**config.mk**
```make
export PLATFORM = sky130hd
export DESIGN_NAME = mux_8to1
export DESIGN_NICKNAME = d
export VERILOG_FILES = /design/src/rtl/mux8to1_pkg.sv /design/src/rtl/mux8to1_decoder.sv /design/src/rtl/mux_8to1.sv
export SDC_FILE = /design/constraint.sdc
export NUM_CORES = 1
export LEC_CHECK = 0
export ABC_CLOCK_PERIOD_IN_PS = 2700
export CAP_MARGIN = 0
export CORE_AREA = 2 2 39 41
export DETAILED_ROUTE_END_ITERATION = 10
export DIE_AREA = 0 0 41 43
export GPL_ROUTABILITY_DRIVEN = 0
export PLACE_DENSITY = 0.46
export SYNTH_ARGS = -nofsm -noshare
export SYNTH_HDL_FRONTEND = slang
export SYNTH_SLANG_ARGS = --single-unit
```
**constraint.sdc**
```tcl
create_clock -name clk -period 2.7 [get_ports clk]
set_clock_uncertainty 0.1 [all_clocks]
set_input_delay 0.27 -clock clk [delete_from_list [all_inputs] [get_ports clk]]
set_output_delay 0.27 -clock clk [all_outputs]
set_load 0.005 [all_outputs]
```
**src/rtl/mux8to1_pkg.sv**
```systemverilog
// ---------------------------------------------------------------------------
// mux8to1_pkg
// Shared constants and types for the eight-way data selector.
//   NUM_LANES : number of input lanes (8)
//   SEL_W     : select width (3)
//   sel_t     : lane select type
//   onehot_t  : one-hot lane mask type
// Optional build macro used by the top level: MUX8TO1_REG_OUT_EN
// ---------------------------------------------------------------------------
package mux8to1_pkg;
  localparam int NUM_LANES = 8;
  localparam int SEL_W     = 3;

  typedef logic [SEL_W-1:0]     sel_t;
  typedef logic [NUM_LANES-1:0] onehot_t;
endpackage

```
**src/rtl/mux8to1_decoder.sv**
```systemverilog
// ---------------------------------------------------------------------------
// mux8to1_decoder
// Combinational 3-to-8 one-hot decoder.
//   sel    : input  sel_t    lane select
//   onehot : output onehot_t bit k high when sel == k; all zero when sel
//                            carries X/Z (no case item matches)
// ---------------------------------------------------------------------------
module mux8to1_decoder
  import mux8to1_pkg::*;
(
  input  sel_t    sel,
  output onehot_t onehot
);

  // An explicit case (rather than a shift) means an unknown select falls
  // through to the all-zero default in simulation.
  always_comb begin
    onehot = '0;
    case (sel)
      3'd0:    onehot = 8'b0000_0001;
      3'd1:    onehot = 8'b0000_0010;
      3'd2:    onehot = 8'b0000_0100;
      3'd3:    onehot = 8'b0000_1000;
      3'd4:    onehot = 8'b0001_0000;
      3'd5:    onehot = 8'b0010_0000;
      3'd6:    onehot = 8'b0100_0000;
      3'd7:    onehot = 8'b1000_0000;
      default: onehot = '0;
    endcase
  end

endmodule

```
**src/rtl/mux_8to1.sv**
```systemverilog
// ---------------------------------------------------------------------------
// mux_8to1
// Eight-way data selector with one-hot select report.
//   WIDTH      : bits per lane
//   clk        : input  clock, rising edge
//   rst        : input  asynchronous active-high reset
//   in         : input  8*WIDTH packed lanes, lane k at in[k*WIDTH +: WIDTH]
//   sel        : input  lane select 0..7
//   out        : output selected lane data
//   sel_onehot : output one-hot copy of sel
//   out_valid  : output high from the first clk edge after reset release
// Build option MUX8TO1_REG_OUT_EN: when defined, out and sel_onehot are
// registered (1-cycle latency, reset to 0); otherwise they are combinational.
// ---------------------------------------------------------------------------
module mux_8to1
  import mux8to1_pkg::*;
#(
  parameter int WIDTH = 1
) (
  input  logic                       clk,
  input  logic                       rst,
  input  logic [NUM_LANES*WIDTH-1:0] in,
  input  sel_t                       sel,
  output logic [WIDTH-1:0]           out,
  output onehot_t                    sel_onehot,
  output logic                       out_valid
);

  onehot_t          mask;
  logic [WIDTH-1:0] lane_masked [NUM_LANES];
  logic [WIDTH-1:0] out_next;

  mux8to1_decoder u_decoder (
    .sel    (sel),
    .onehot (mask)
  );

  // AND-OR select: every lane is gated by its mask bit, so an all-zero mask
  // (unknown select) yields a zero output without extra logic.
  generate
    for (genvar gi = 0; gi < NUM_LANES; gi++) begin : g_lane
      assign lane_masked[gi] = in[gi*WIDTH +: WIDTH] & {WIDTH{mask[gi]}};
    end
  endgenerate

  always_comb begin
    out_next = '0;
    for (int k = 0; k < NUM_LANES; k++) begin
      out_next = out_next | lane_masked[k];
    end
  end

`ifdef MUX8TO1_REG_OUT_EN
  logic [WIDTH-1:0] out_reg;
  onehot_t          onehot_reg;

  always_ff @(posedge clk or posedge rst) begin
    if (rst) begin
      out_reg    <= '0;
      onehot_reg <= '0;
    end else begin
      out_reg    <= out_next;
      onehot_reg <= mask;
    end
  end

  assign out        = out_reg;
  assign sel_onehot = onehot_reg;
`else
  assign out        = out_next;
  assign sel_onehot = mask;
`endif

  // Valid is the only state shared by both builds: low in reset, high from
  // the first edge after release onward.
  logic valid_reg;

  always_ff @(posedge clk or posedge rst) begin
    if (rst) begin
      valid_reg <= 1'b0;
    end else begin
      valid_reg <= 1'b1;
    end
  end

  assign out_valid = valid_reg;

endmodule

```
Word level (Yosys, flattened, before mapping)
Memories as Yosys holds them, arrays and structs flattened.
Index checks and enable logic that the tools add are counted.
{"block": "totals", "ff_bits": 1, "latch_bits": 0, "mem_bits_rw": 0, "rom_bits": 64, "input_bits": 13, "output_inout_bits": 10, "wordCells": 17, "memories": 1}
{"memory": "(no name shown)", "depth": 8, "word_bits": 8, "read_ports": 1, "rd_clocked_by_memory_dff": 0, "write_ports": 0, "line": "mux8to1_decoder.sv:19", "rtl": "case (sel)"}
{"block": "classes", "n_addsub": 0, "mul": 0, "div_mod_pow": 0, "order_cmp": 0, "eq_ne": 0, "n_shift": 0, "muxes": 0, "n_bitwise": 15, "reduce_logical": 0}
{"op": "1-bit AND", "count": 8}
{"op": "1-bit OR", "count": 7}

Longest topological paths before layout
An unclocked memory read counts as a cell.
{"block": "depth", "ltp_word": 9, "depth_mapped": 3, "depth_no_buf": 2}

Cells and area by module
A second synthesis with hierarchy kept.
{"block": "unflattened", "hier_cells": 16, "hier_area_um2": 133.9}
{"module": "mux_8to1", "n_inst": 1, "cells_each": 8, "area_each_um2": 68.8, "seq_area_each_um2": 25.0}
{"module": "mux8to1_decoder", "n_inst": 1, "cells_each": 8, "area_each_um2": 65.1, "seq_area_each_um2": 0.0}

Least setup slack after synthesis
OpenSTA, ideal clock, no wires.
{"block": "synth_path", "path_type": "input to output", "start": "in sel[0]", "end": "out out", "arrival_time_ps": 1169, "t_required_ps": 2330, "slack_ps": 1161, "cell_stages": 3, "n_path_buf": 1, "path_cell_list": "buf_6 -> mux4_1 -> mux2_2"}
{"block": "synth_between", "elab_chain_cells": 9, "word_cells_on_any_way": 16, "classes_between": "bitwise: 15; memory: 1"}
{"element": "from (decl)", "line": "mux_8to1.sv:23", "rtl": "input sel_t sel,"}
{"element": "memory 8 x 8 bit *"}
{"element": "1-bit AND", "line": "mux_8to1.sv:42", "rtl": "assign lane_masked[gi] = in[gi*WIDTH +: WIDTH] & {WIDTH{mask[gi]}};"}
{"element": "1-bit OR (6 in series)", "line": "mux_8to1.sv:49", "rtl": "out_next = out_next | lane_masked[k];"}
{"element": "1-bit OR *", "line": "mux_8to1.sv:49"}
{"element": "to (decl)", "line": "mux_8to1.sv:24", "rtl": "output logic [WIDTH-1:0] out,"}
Every way passes the cells marked *; elsewhere a longest branch is shown, timed or not.

Final worst setup path
Ends and elaborated chain as after synthesis.

==> parameters.txt <==
Parameter                              Value

Pwr
  Cell leakage power ... ~0.16 nW
  Worst IR drop on VDD ... between 0.00003 and 0.00004 V
  P per Cell Area ... roughly 160 nW/um2

STA
  Final Hold Vio Count ... 0
  Pins over their slew limit ... 0
  Clock period minus final worst setup slack ... 2.43 ns
  Count of final setup violators ... 0
  Total Negative Setup Slacks ... 0 ns
  Maximum clock frequency ... between 0.4 and 0.5 GHz
  RSZ-0062 raised after global routing ... false
  Final hold slack ... approximately 0.34 ns
  Final period util ... 90.1%

Floorplanning
  Floorplan Core Area ... roughly 1400 um2
  Cell row count ... 14
  I/O Pins ... 23
  Die outline height ... ~43 um
  Die ar. ... between 1500 and 2000 um2
  Die Span X ... about 41 um
  Starting utilization of the core area ... 12.8%

Worst setup path
  Data required time of the critical path ... about 2.3 ns
  Worst Setup End Kind ... output port
  Largest delay contributor family on the critical path ... buffers and inverters
  Cell seen most often among critical-path stages ... sky130_fd_sc_hd__clkdlybuf4s50_1
  Series of cell instances along the critical path ... clkdlybuf4s50_1 > mux4_1 > mux2_2 > clkdlybuf4s50_1
  Stages on the worst setup path ... 4
  Start-to-end type of the worst setup path ... input port to output port
  Combined buffer and inverter count along the critical path ... 2
  Highest fanout seen on the critical path ... 3
  CP startpoint kind ... input port
  Slowest Stage Delay on Critical Path ... around 0.55 ns
  Cell type of the slowest stage on the worst timing path ... sky130_fd_sc_hd__mux4_1
  Endpoint arrival time on the critical path ... approximately 2.1 ns

Synth
  Ys flop type ... sky130_fd_sc_hd__dfrtp_1
  Part of the Yosys area used for sequential elements ... between 10 and 15%
  Number of flip-flops and latches in the synthesized netlist ... 1
  Most frequent cell after synthesis ... sky130_fd_sc_hd__nor3b_1
  Total of warnings raised by yosys ... 0
  Number of synthesized flops with an enable pin ... 0
  Number of distinct standard cells referenced by the synthesized netlist ... 13
  Mean instance size in the synthesized netlist ... 9.87 um2
  Post-synthesis instance area ... 178 um2
  Async set or reset register ratio after synthesis ... 100%
  Cell accounting for the most synthesized area ... sky130_fd_sc_hd__mux4_1
  Portion of synthesized cell area occupied by the leading cell type ... 29.6%
  Net count after synthesis ... 31
  Commonest cells in the synthesized netlist ... sky130_fd_sc_hd__nor3b_1, sky130_fd_sc_hd__and3b_2, sky130_fd_sc_hd__clkbuf_1, sky130_fd_sc_hd__mux4_1
  Count of mapped cells out of synthesis ... 18
  Cell types occupying the most area after synthesis ... sky130_fd_sc_hd__mux4_1, sky130_fd_sc_hd__dfrtp_1, sky130_fd_sc_hd__nor3b_1

Final layout
  Number of nets in the layout ... 53
  Proportion of layout cells with a drive suffix above 1 ... 13.2%
  Final antenna diode count ... 0
  Number of flip-flops in the largest register ... 1
  Layout Area Growth over Synthesis ... 129%
  Filler cells ... approximately 140
  Post-route cell area ... between 400 and 500 um2

Route
  Number of violations reported at the end of detailed-routing iteration 0 ... 2
  ANT nets after route ... 0
  Detailed-route vias per instance ... 3.94
  Wire length after detailed routing ... approximately 570 um
  DRC viols ... 0
  Total number of vias ... about 210
  Post-detailed-route wirelength per cell ... ~10 um
  Number of optimization iterations in the first detailed-route pass ... 2

GRT
  Total global routing track utilization ... 6.03%
  Via count of the first global-routing pass ... 186
  Initial antenna violation count ... 0
  Pin count of the biggest net entering global routing ... 11
  First-pass GRT wire length ... roughly 770 um
  Leftover overflow at the end of global routing ... 0

Place
  Cell Area, Placed ... 407 um2
  Buffers added on ports ... 22

Job
  Max-Cap Viols ... 0

Min path
  Path category of the worst min-delay check ... input port to asynchronous set/reset pin

CTS
  # hold bufs at CTS ... 0
  Post-CTS repair timing setup buffer count ... 0
  Number of resized instances in the post-cts repair step ... 0
  Clk pin slew, worst setup/hold paths ... 0 ns

Status
  Outcome ... finished, final reports clean
==> layout make-up <==
class                           count  area (um2)  share of cell area (%)
Multi-Input combinational cell     13         130                    32.0
Timing Repair Buffer               23         228                    56.0
Inverter                            1        3.75                   0.923
Sequential cell                     1        25.0                    6.15
Tap cell                           16        20.0                    4.92
==> cell usage in the layout (no fill, tap or decap), drive strengths merged <==
| cell type | netlist | layout |
|---|---|---|
| mux4 | 2 | 2 |
| and3b | 2 | 2 |
| inv | 1 | 1 |
| clkdlybuf4s50 | 0 | 22 |
| conb | 1 | 1 |
| buf | 1 | 1 |
| and3 | 1 | 1 |
| dfrtp | 1 | 1 |
| nor2 | 1 | 1 |
| nor3b | 3 | 3 |
| mux2 | 1 | 1 |
| nand2 | 1 | 1 |
| nor3 | 1 | 1 |
==> per-stage QoR <==
step / std cells / util [%] / setup WS (ns) / power, mW
CTS: 54 / 29.4 / 0.249 / 0.0672
global placement: 54 / 29.4 / 0.271 / 0.0661
floorplan: 18 / - / 1.16 / 0.0350
detailed placement: 54 / 29.4 / 0.251 / 0.0669
finish: 54 / 29.4 / 0.267 / 0.0665
global route: 54 / 29.4 / 0.200 / 0.0713
==> per-layer routing <==
layer	global-route usage [%]	wire, um
met1	9.03	275
met2	9.69	202
met3	0.524	88
met4	0	0
met5	0	0
==> final timing paths <==
path / from / endpoint / slack, ns
min in group clk: out_valid / out_valid / 0.94
max: sel[0] / out / 0.27
max in group asynchronous: rst / out_valid / 2.07
min: rst / out_valid / 0.34
==> cells by family (layout without fill, tap and decap cells) <==
logic type,count (synthesis),in the layout,synth area share [%]
other cells,1,1,2.11
mux,3,3,35.9
simple gates,9,9,35.2
flops,1,1,14.1
buf+inv,4,24,12.7
==> power by group <==
| part | switching [mW] | total, mW | leakage (nW) | internal [mW] |
|---|---|---|---|---|
| logic | 0.0135 | 0.0503 | 0.149 | 0.0368 |
| registers | 0.000172 | 0.0162 | 0.0117 | 0.0160 |
| clock network | 0 | 0 | 0 | 0 |
Power figures use the tool's default switching activity.
